[src/rtl/mc_ctrl_fsm.sv]
// -----------------------------------------------------------------------------
// mc_ctrl_fsm - multi-cycle control FSM for an RV32I core.
//
// Sequences FETCH -> DECODE -> EXEC -> (MEM) -> (WB) and drives the datapath
// selects for the instruction currently held in the IR. Fetch and data memory
// accesses are bounded by WAIT_MAX cycles. An illegal opcode or a memory
// timeout parks the FSM in TRAP until reset.
//
// Ports
//   clk, rst       : core clock, synchronous active-high reset
//   instr          : IR contents (only the opcode field steers this FSM)
//   imem_rdata_v   : fetch data valid this cycle
//   dmem_ready     : data access completes this cycle
//   branch_taken   : branch comparator result, used in EXEC
//   imem_req/ir_we : fetch request / latch fetched word into IR
//   dmem_req/we    : data request / store
//   imm_sel        : 000 I, 001 S, 010 B, 011 U, 100 J, 111 none
//   alu_src_a/b,op : ALU operand and operation selects
//   pc_we/pc_sel   : PC update strobe / next-PC source
//   rf_we/wb_sel   : register write strobe / write-back source
//   halt,trap_cause: sticky trap flag and its cause
//   instret        : retired instruction counter (wraps)
// -----------------------------------------------------------------------------
module mc_ctrl_fsm #(
    parameter int WAIT_MAX = 16,
    parameter int CNT_W    = 32
) (
    input  logic             clk,
    input  logic             rst,
    input  logic [31:0]      instr,
    input  logic             imem_rdata_v,
    input  logic             dmem_ready,
    input  logic             branch_taken,
    output logic             imem_req,
    output logic             ir_we,
    output logic             dmem_req,
    output logic             dmem_we,
    output logic [2:0]       imm_sel,
    output logic [1:0]       alu_src_a,
    output logic             alu_src_b,
    output logic [1:0]       alu_op,
    output logic             pc_we,
    output logic [1:0]       pc_sel,
    output logic             rf_we,
    output logic [1:0]       wb_sel,
    output logic             halt,
    output logic [1:0]       trap_cause,
    output logic [CNT_W-1:0] instret
);

    typedef enum logic [2:0] {
        S_FETCH  = 3'd0,
        S_DECODE = 3'd1,
        S_EXEC   = 3'd2,
        S_MEM    = 3'd3,
        S_WB     = 3'd4,
        S_TRAP   = 3'd5
    } state_t;

    localparam logic [6:0] OP_R      = 7'b0110011;
    localparam logic [6:0] OP_I      = 7'b0010011;
    localparam logic [6:0] OP_LOAD   = 7'b0000011;
    localparam logic [6:0] OP_STORE  = 7'b0100011;
    localparam logic [6:0] OP_BRANCH = 7'b1100011;
    localparam logic [6:0] OP_LUI    = 7'b0110111;
    localparam logic [6:0] OP_AUIPC  = 7'b0010111;
    localparam logic [6:0] OP_JAL    = 7'b1101111;
    localparam logic [6:0] OP_JALR   = 7'b1100111;

    // Counter only needs to reach WAIT_MAX-1; keep at least one bit.
    localparam int WCNT_W = (WAIT_MAX > 1) ? $clog2(WAIT_MAX) : 1;
    localparam logic [WCNT_W-1:0] WAIT_LAST = WCNT_W'(WAIT_MAX - 1);

    state_t             r_state;
    logic [WCNT_W-1:0]  r_wait_cnt;
    logic [CNT_W-1:0]   r_instret;
    logic               r_halt;
    logic [1:0]         r_trap_cause;

    state_t             w_next_state;
    logic               w_retire;
    logic [1:0]         w_cause;
    logic [6:0]         w_opcode;
    logic               w_legal;
    logic [2:0]         w_imm;
    logic [1:0]         w_src_a;
    logic               w_src_b;
    logic [1:0]         w_op;
    logic               w_is_load;
    logic               w_is_store;
    logic               w_unused_instr;

    assign w_opcode       = instr[6:0];
    assign w_is_load      = (w_opcode == OP_LOAD);
    assign w_is_store     = (w_opcode == OP_STORE);
    // Operand fields are consumed by the datapath, not by this FSM.
    assign w_unused_instr = &{1'b0, instr[31:7]};

    // Opcode-derived immediate type and ALU selects for the current instruction
    always_comb begin
        w_legal = 1'b1;
        w_imm   = 3'b111;
        w_src_a = 2'b00;
        w_src_b = 1'b0;
        w_op    = 2'b00;
        case (w_opcode)
            OP_R:      w_op = 2'b10;
            OP_I:      begin w_imm = 3'b000; w_src_b = 1'b1; w_op = 2'b10; end
            OP_LOAD:   begin w_imm = 3'b000; w_src_b = 1'b1; end
            OP_STORE:  begin w_imm = 3'b001; w_src_b = 1'b1; end
            OP_BRANCH: begin w_imm = 3'b010; w_op = 2'b01; end
            OP_LUI:    begin w_imm = 3'b011; w_src_a = 2'b10; w_src_b = 1'b1; end
            OP_AUIPC:  begin w_imm = 3'b011; w_src_a = 2'b01; w_src_b = 1'b1; end
            OP_JAL:    w_imm = 3'b100;
            OP_JALR:   begin w_imm = 3'b000; w_src_b = 1'b1; end
            default:   w_legal = 1'b0;
        endcase
    end

    // Next-state, retire and trap-cause selection
    always_comb begin
        w_next_state = r_state;
        w_retire     = 1'b0;
        w_cause      = 2'b00;
        case (r_state)
            S_FETCH: begin
                // Ready on the last allowed cycle still wins over the timeout.
                if (imem_rdata_v) begin
                    w_next_state = S_DECODE;
                end else if (r_wait_cnt == WAIT_LAST) begin
                    w_next_state = S_TRAP;
                    w_cause      = 2'b10;
                end else begin
                    w_next_state = S_FETCH;
                end
            end
            S_DECODE: begin
                if (w_legal) begin
                    w_next_state = S_EXEC;
                end else begin
                    w_next_state = S_TRAP;
                    w_cause      = 2'b01;
                end
            end
            S_EXEC: begin
                case (w_opcode)
                    OP_R, OP_I, OP_LUI, OP_AUIPC: w_next_state = S_WB;
                    OP_LOAD, OP_STORE:            w_next_state = S_MEM;
                    OP_BRANCH, OP_JAL, OP_JALR: begin
                        w_next_state = S_FETCH;
                        w_retire     = 1'b1;
                    end
                    default: begin
                        w_next_state = S_TRAP;
                        w_cause      = 2'b01;
                    end
                endcase
            end
            S_MEM: begin
                if (dmem_ready) begin
                    if (w_is_store) begin
                        w_next_state = S_FETCH;
                        w_retire     = 1'b1;
                    end else begin
                        w_next_state = S_WB;
                    end
                end else if (r_wait_cnt == WAIT_LAST) begin
                    w_next_state = S_TRAP;
                    w_cause      = 2'b11;
                end else begin
                    w_next_state = S_MEM;
                end
            end
            S_WB: begin
                w_next_state = S_FETCH;
                w_retire     = 1'b1;
            end
            S_TRAP:  w_next_state = S_TRAP;
            default: begin
                w_next_state = S_TRAP;
                w_cause      = 2'b01;
            end
        endcase
    end

    // State, wait counter, retire counter and sticky trap registers
    always_ff @(posedge clk) begin
        if (rst) begin
            r_state      <= S_FETCH;
            r_wait_cnt   <= '0;
            r_instret    <= '0;
            r_halt       <= 1'b0;
            r_trap_cause <= 2'b00;
        end else begin
            r_state <= w_next_state;
            if (w_retire) begin
                r_instret <= r_instret + CNT_W'(1);
            end
            if (w_next_state != r_state) begin
                r_wait_cnt <= '0;
            end else if ((r_state == S_FETCH) || (r_state == S_MEM)) begin
                r_wait_cnt <= r_wait_cnt + WCNT_W'(1);
            end else begin
                r_wait_cnt <= '0;
            end
            if ((w_next_state == S_TRAP) && (r_state != S_TRAP)) begin
                r_halt       <= 1'b1;
                r_trap_cause <= w_cause;
            end
        end
    end

    // Datapath strobes and selects decoded from the current state and opcode
    always_comb begin
        imem_req  = 1'b0;
        ir_we     = 1'b0;
        dmem_req  = 1'b0;
        dmem_we   = 1'b0;
        imm_sel   = 3'b111;
        alu_src_a = 2'b00;
        alu_src_b = 1'b0;
        alu_op    = 2'b00;
        pc_we     = 1'b0;
        pc_sel    = 2'b00;
        rf_we     = 1'b0;
        wb_sel    = 2'b00;
        if (rst) begin
            imm_sel = 3'b111;
        end else begin
            case (r_state)
                S_FETCH: begin
                    imem_req = 1'b1;
                    ir_we    = imem_rdata_v;
                end
                S_DECODE: imm_sel = w_imm;
                S_EXEC: begin
                    imm_sel   = w_imm;
                    alu_src_a = w_src_a;
                    alu_src_b = w_src_b;
                    alu_op    = w_op;
                    case (w_opcode)
                        OP_BRANCH: begin
                            pc_we  = 1'b1;
                            pc_sel = branch_taken ? 2'b01 : 2'b00;
                        end
                        OP_JAL: begin
                            rf_we  = 1'b1;
                            wb_sel = 2'b10;
                            pc_we  = 1'b1;
                            pc_sel = 2'b01;
                        end
                        OP_JALR: begin
                            rf_we  = 1'b1;
                            wb_sel = 2'b10;
                            pc_we  = 1'b1;
                            pc_sel = 2'b10;
                        end
                        default: pc_we = 1'b0;
                    endcase
                end
                S_MEM: begin
                    imm_sel   = w_imm;
                    alu_src_a = w_src_a;
                    alu_src_b = w_src_b;
                    alu_op    = w_op;
                    dmem_req  = 1'b1;
                    dmem_we   = w_is_store;
                    // A completing store retires here, so it also advances PC.
                    pc_we     = dmem_ready & w_is_store;
                end
                S_WB: begin
                    imm_sel   = w_imm;
                    alu_src_a = w_src_a;
                    alu_src_b = w_src_b;
                    alu_op    = w_op;
                    rf_we     = 1'b1;
                    wb_sel    = w_is_load ? 2'b01 : 2'b00;
                    pc_we     = 1'b1;
                end
                S_TRAP:  imm_sel = 3'b111;
                default: imm_sel = 3'b111;
            endcase
        end
    end

    assign halt       = r_halt;
    assign trap_cause = r_trap_cause;
    assign instret    = r_instret;

endmodule

[config.mk]
export PLATFORM = sky130hd
export DESIGN_NAME = mc_ctrl_fsm
export DESIGN_NICKNAME = d
export VERILOG_FILES = /design/src/rtl/mc_ctrl_fsm.sv
export SDC_FILE = /design/constraint.sdc
export NUM_CORES = 1
export LEC_CHECK = 0
export ABC_AREA = 1
export CORE_MARGIN = 2
export CORE_UTILIZATION = 43
export DETAILED_ROUTE_END_ITERATION = 10
export PLACE_DENSITY_LB_ADDON = 0.3
export SKIP_LAST_GASP = 1
export SLEW_MARGIN = 10
export SYNTH_ARGS = -nofsm -noshare
export SYNTH_HDL_FRONTEND = slang
export SYNTH_SLANG_ARGS = --single-unit
[constraint.sdc]
create_clock -name clk -period 1.69 [get_ports clk]
set_clock_uncertainty 0.05 [all_clocks]
set_input_delay 0.2535 -clock clk [delete_from_list [all_inputs] [get_ports clk]]
set_output_delay 0.2535 -clock clk [all_outputs]
set_load 0.05 [all_outputs]
==> impl_metrics.tcl <==
set metrics [dict create \
    outcome "finished with violations" \
    violations "setup timing" \
    min_path_type "reg -> reg" \
    syn_nets 478 \
    grt_pass1_wl_um 16900 \
    setup.worst_path.end "imm_sel[1]" \
    grt_usage_pct 28.8 \
    synth_top_cell_by_area "dfxtp_1" \
    finalWirelength_um 11500 \
    max_freq_mhz 494 \
    synth_top_area_share_pct 29.6 \
    postCtsHoldBufs 0 \
    die_w_um 85.3 \
    first_global_vias 3516 \
    drtIter0Drc 231 \
    wl_per_cell_um 17.6 \
    rsz0062_at_grt "true" \
    antenna_found_initial 0 \
    cellPowerDensity_nw_per_um2 542 \
    first_pass_iters 5 \
    total_power_w 0.00268 \
    async_reset_ff_share_pct 0 \
    synth_common_cells "nand2_1 (116), nor2_1 (58), dfxtp_1 (42)" \
    area_growth_pct 73.7 \
    synth_cells 439 \
    fillers 422 \
    ios 90 \
    drtAntennaViolNets 0 \
    gp_congestion 0.981 \
    clock_latency_ns 0.30 \
    num_rows 29 \
    max_slew_margin_pct 80.9 \
    pwr-share-seq_pct 39.2 \
    worstPathMaxFanout 5 \
    combPwrFrac_pct 28.5 \
    slew_violations 0 \
    port-buffer-count 64 \
    p_leak_nw 2.06 \
    multi_input_area_um2 2270 \
    hold_violations 0 \
    drv_cap 0 \
    setup_violations 26 \
    avgSynthCellArea_um2 6.48 \
    seqCellArea_um2 892 \
    yosysWarnings 0 \
    root_buffer "clkbuf_8" \
    r2r_start "r_state[0]$_SDFF_PP0_" \
    synth.most_common_cell "nand2_1" \
    worstRegToRegCells 11 \
    crit_required_ns 1.39 \
    reg2reg_setup_slack_ns -0.19 \
    synth_cell_types 34 \
    die_area_um2 7280 \
    dpl_worst_slack_ns -0.484 \
    p_sw_w 0.000863 \
    cts_buffers 5 \
    drc 0 \
    yosysSeqAreaShare_pct 29.6 \
    start_util_pct 44.5 \
    ys.flop_type "dfxtp_1" \
    viasPerCell 5.57 \
    clockPowerShare_pct 32.3 \
    ys_ff_latch 42 \
    via_count 3656 \
    crit_start "r_state[0]$_SDFF_PP0_" \
    fin_area_um2 4940 \
    fin_crit_sh_pct 120 \
    clk_path_buf_depth 2 \
    cp-start-kind "flop" \
    synth_edf_count 0 \
    placed_cell_area_um2 4140 \
    swShare_pct 32.3 \
    period_needed_ns 2.03 \
    die_h_um 85.3 \
    finalNetCount 617 \
    dp_hpwl_um 6790 \
    design.core.area_um2 6390 \
    worstPathArrival_ns 1.72 \
    cts.sinks 42 \
    grt_overflow 0 \
    crit_path_end_kind "primary output" \
    ys_top_cells_by_area "dfxtp_1 (30%), nand2_1 (15%), nor2_1 (7.7%)" \
    clk_pin_slew_ns 0.09 \
    cts_tree "built" \
    internal_power_w 0.00181 \
    grt_max_degree 17 \
    syn_area_um2 2840 \
    crit_type "reg -> out" \
    r2r_end "r_wait_cnt[0]$_SDFF_PP0_" \
    worst_slew_pin_slew_ns 0.285 \
    drive_above_1_share_pct 48.9 \
    vdd_ir_drop_max_v 0.000576 \
    fin_ws_ns -0.335 \
    h-tree-depth 2 \
    diodes 0 \
]
## repair_timing
| action | CTS | global route |
|---|---|---|
| setup endpoints to repair | 46 | 46 |
| endpoints found under the hold margin | 0 | 0 |
| pin swaps | 23 | 26 |
| gates resized for setup | 71 | 71 |
| setup buffers | 15 | 13 |
## per-stage QoR
| stage | hold WS (ns) | utilization (%) | instances | setup TNS, ns |
|---|---|---|---|---|
| final | 0.424 | 77.4 | 656 | -4.53 |
| after global routing | 0.447 | 77.4 | 656 | -5.69 |
| after CTS | 0.405 | 71.6 | 645 | -1.91 |
| after detailed placement | 0.392 | 64.9 | 622 | -18.18 |
| after global placement | 0.380 | 64.9 | 622 | -15.20 |
| after floorplan | 0.368 | - | 439 | -0.501 |
## cells by family (layout without fill, tap and decap cells)
| family | after synthesis | after routing | share of synthesized area [%] |
|---|---|---|---|
| simple gates | 262 | 262 | 43.9 |
| buf+inv | 59 | 199 | 9.19 |
| compound gates | 52 | 52 | 9.72 |
| flops | 42 | 42 | 29.6 |
| xor+xnor | 22 | 22 | 6.78 |
| fa+ha+maj | 2 | 2 | 0.880 |
## routing by layer
layer | routed length [um] | global-route usage, % | vias to the layer above
li1 | - | - | 1707
met5 | 0 | 0 | -
met4 | 521 | 15.0 | 0
met3 | 612 | 3.79 | 53
met2 | 6020 | 51.7 | 184
met1 | 4390 | 33.1 | 1712
## worst min-delay path by stage
stage	slack (ns)	start	endpoint	depth (start not counted)
floorplan	0.37	r_wait_cnt[0]$_SDFF_PP0_	r_wait_cnt[0]$_SDFF_PP0_	1
global placement	0.38	r_wait_cnt[0]$_SDFF_PP0_	r_wait_cnt[0]$_SDFF_PP0_	1
detailed placement	0.39	trap_cause[0]$_SDFFE_PP0P_	trap_cause[0]$_SDFFE_PP0P_	2
CTS	0.41	trap_cause[0]$_SDFFE_PP0P_	trap_cause[0]$_SDFFE_PP0P_	2
global route	0.45	instret[9]$_SDFFE_PP0P_	instret[9]$_SDFFE_PP0P_	1
finish	0.42	instret[9]$_SDFFE_PP0P_	instret[9]$_SDFFE_PP0P_	1
## worst max-delay path: stages, from the launching register on
cell	delay (ns)
dfxtp_4	0.39
nor2_4	0.17
nor2_4	0.05
inv_2	0.09
nand3_4	0.10
a41oi_4	0.28
nand3_2	0.16
buf_12	0.17
## power by group through the flow
stage	registers [W]	logic, W	clock network, W
finish	0.00105	0.000763	0.000865
global route	0.00105	0.000795	0.000912
CTS	0.00104	0.000598	0.000854
detailed placement	0.00106	0.000529	0
global placement	0.00106	0.000520	0
floorplan	0.00110	0.000272	0
## registers in the layout, summed over array words and instances, names as in the netlist
| name | count |
|---|---|
| instret | 32 |
| r_wait_cnt | 4 |
| r_state | 3 |
| trap_cause | 2 |
| halt | 1 |
## cell usage in the layout (no fill, tap or decap), types with 11 or more instances in the layout
master and count:
a21oi_1 32, buf_12 17, buf_4 100, buf_6 15
dfxtp_1 17, dfxtp_2 17, inv_1 32, nand2_1 107
nand3_1 14, nand4_1 11, nor2_1 32, nor2_2 12
nor2_4 18, nor3_2 15, xor2_1 17
## area by class of cell
class / count / area share, %
multi-input cells: 338 / 45.9
repair buffers: 145 / 28.0
flip-flops and latches: 42 / 18.1
inverters: 46 / 3.80
well taps: 77 / 1.95
clock buffers: 7 / 1.75
clock inverters: 1 / 0.608
Note: power is estimated with default switching activity, not from simulation.
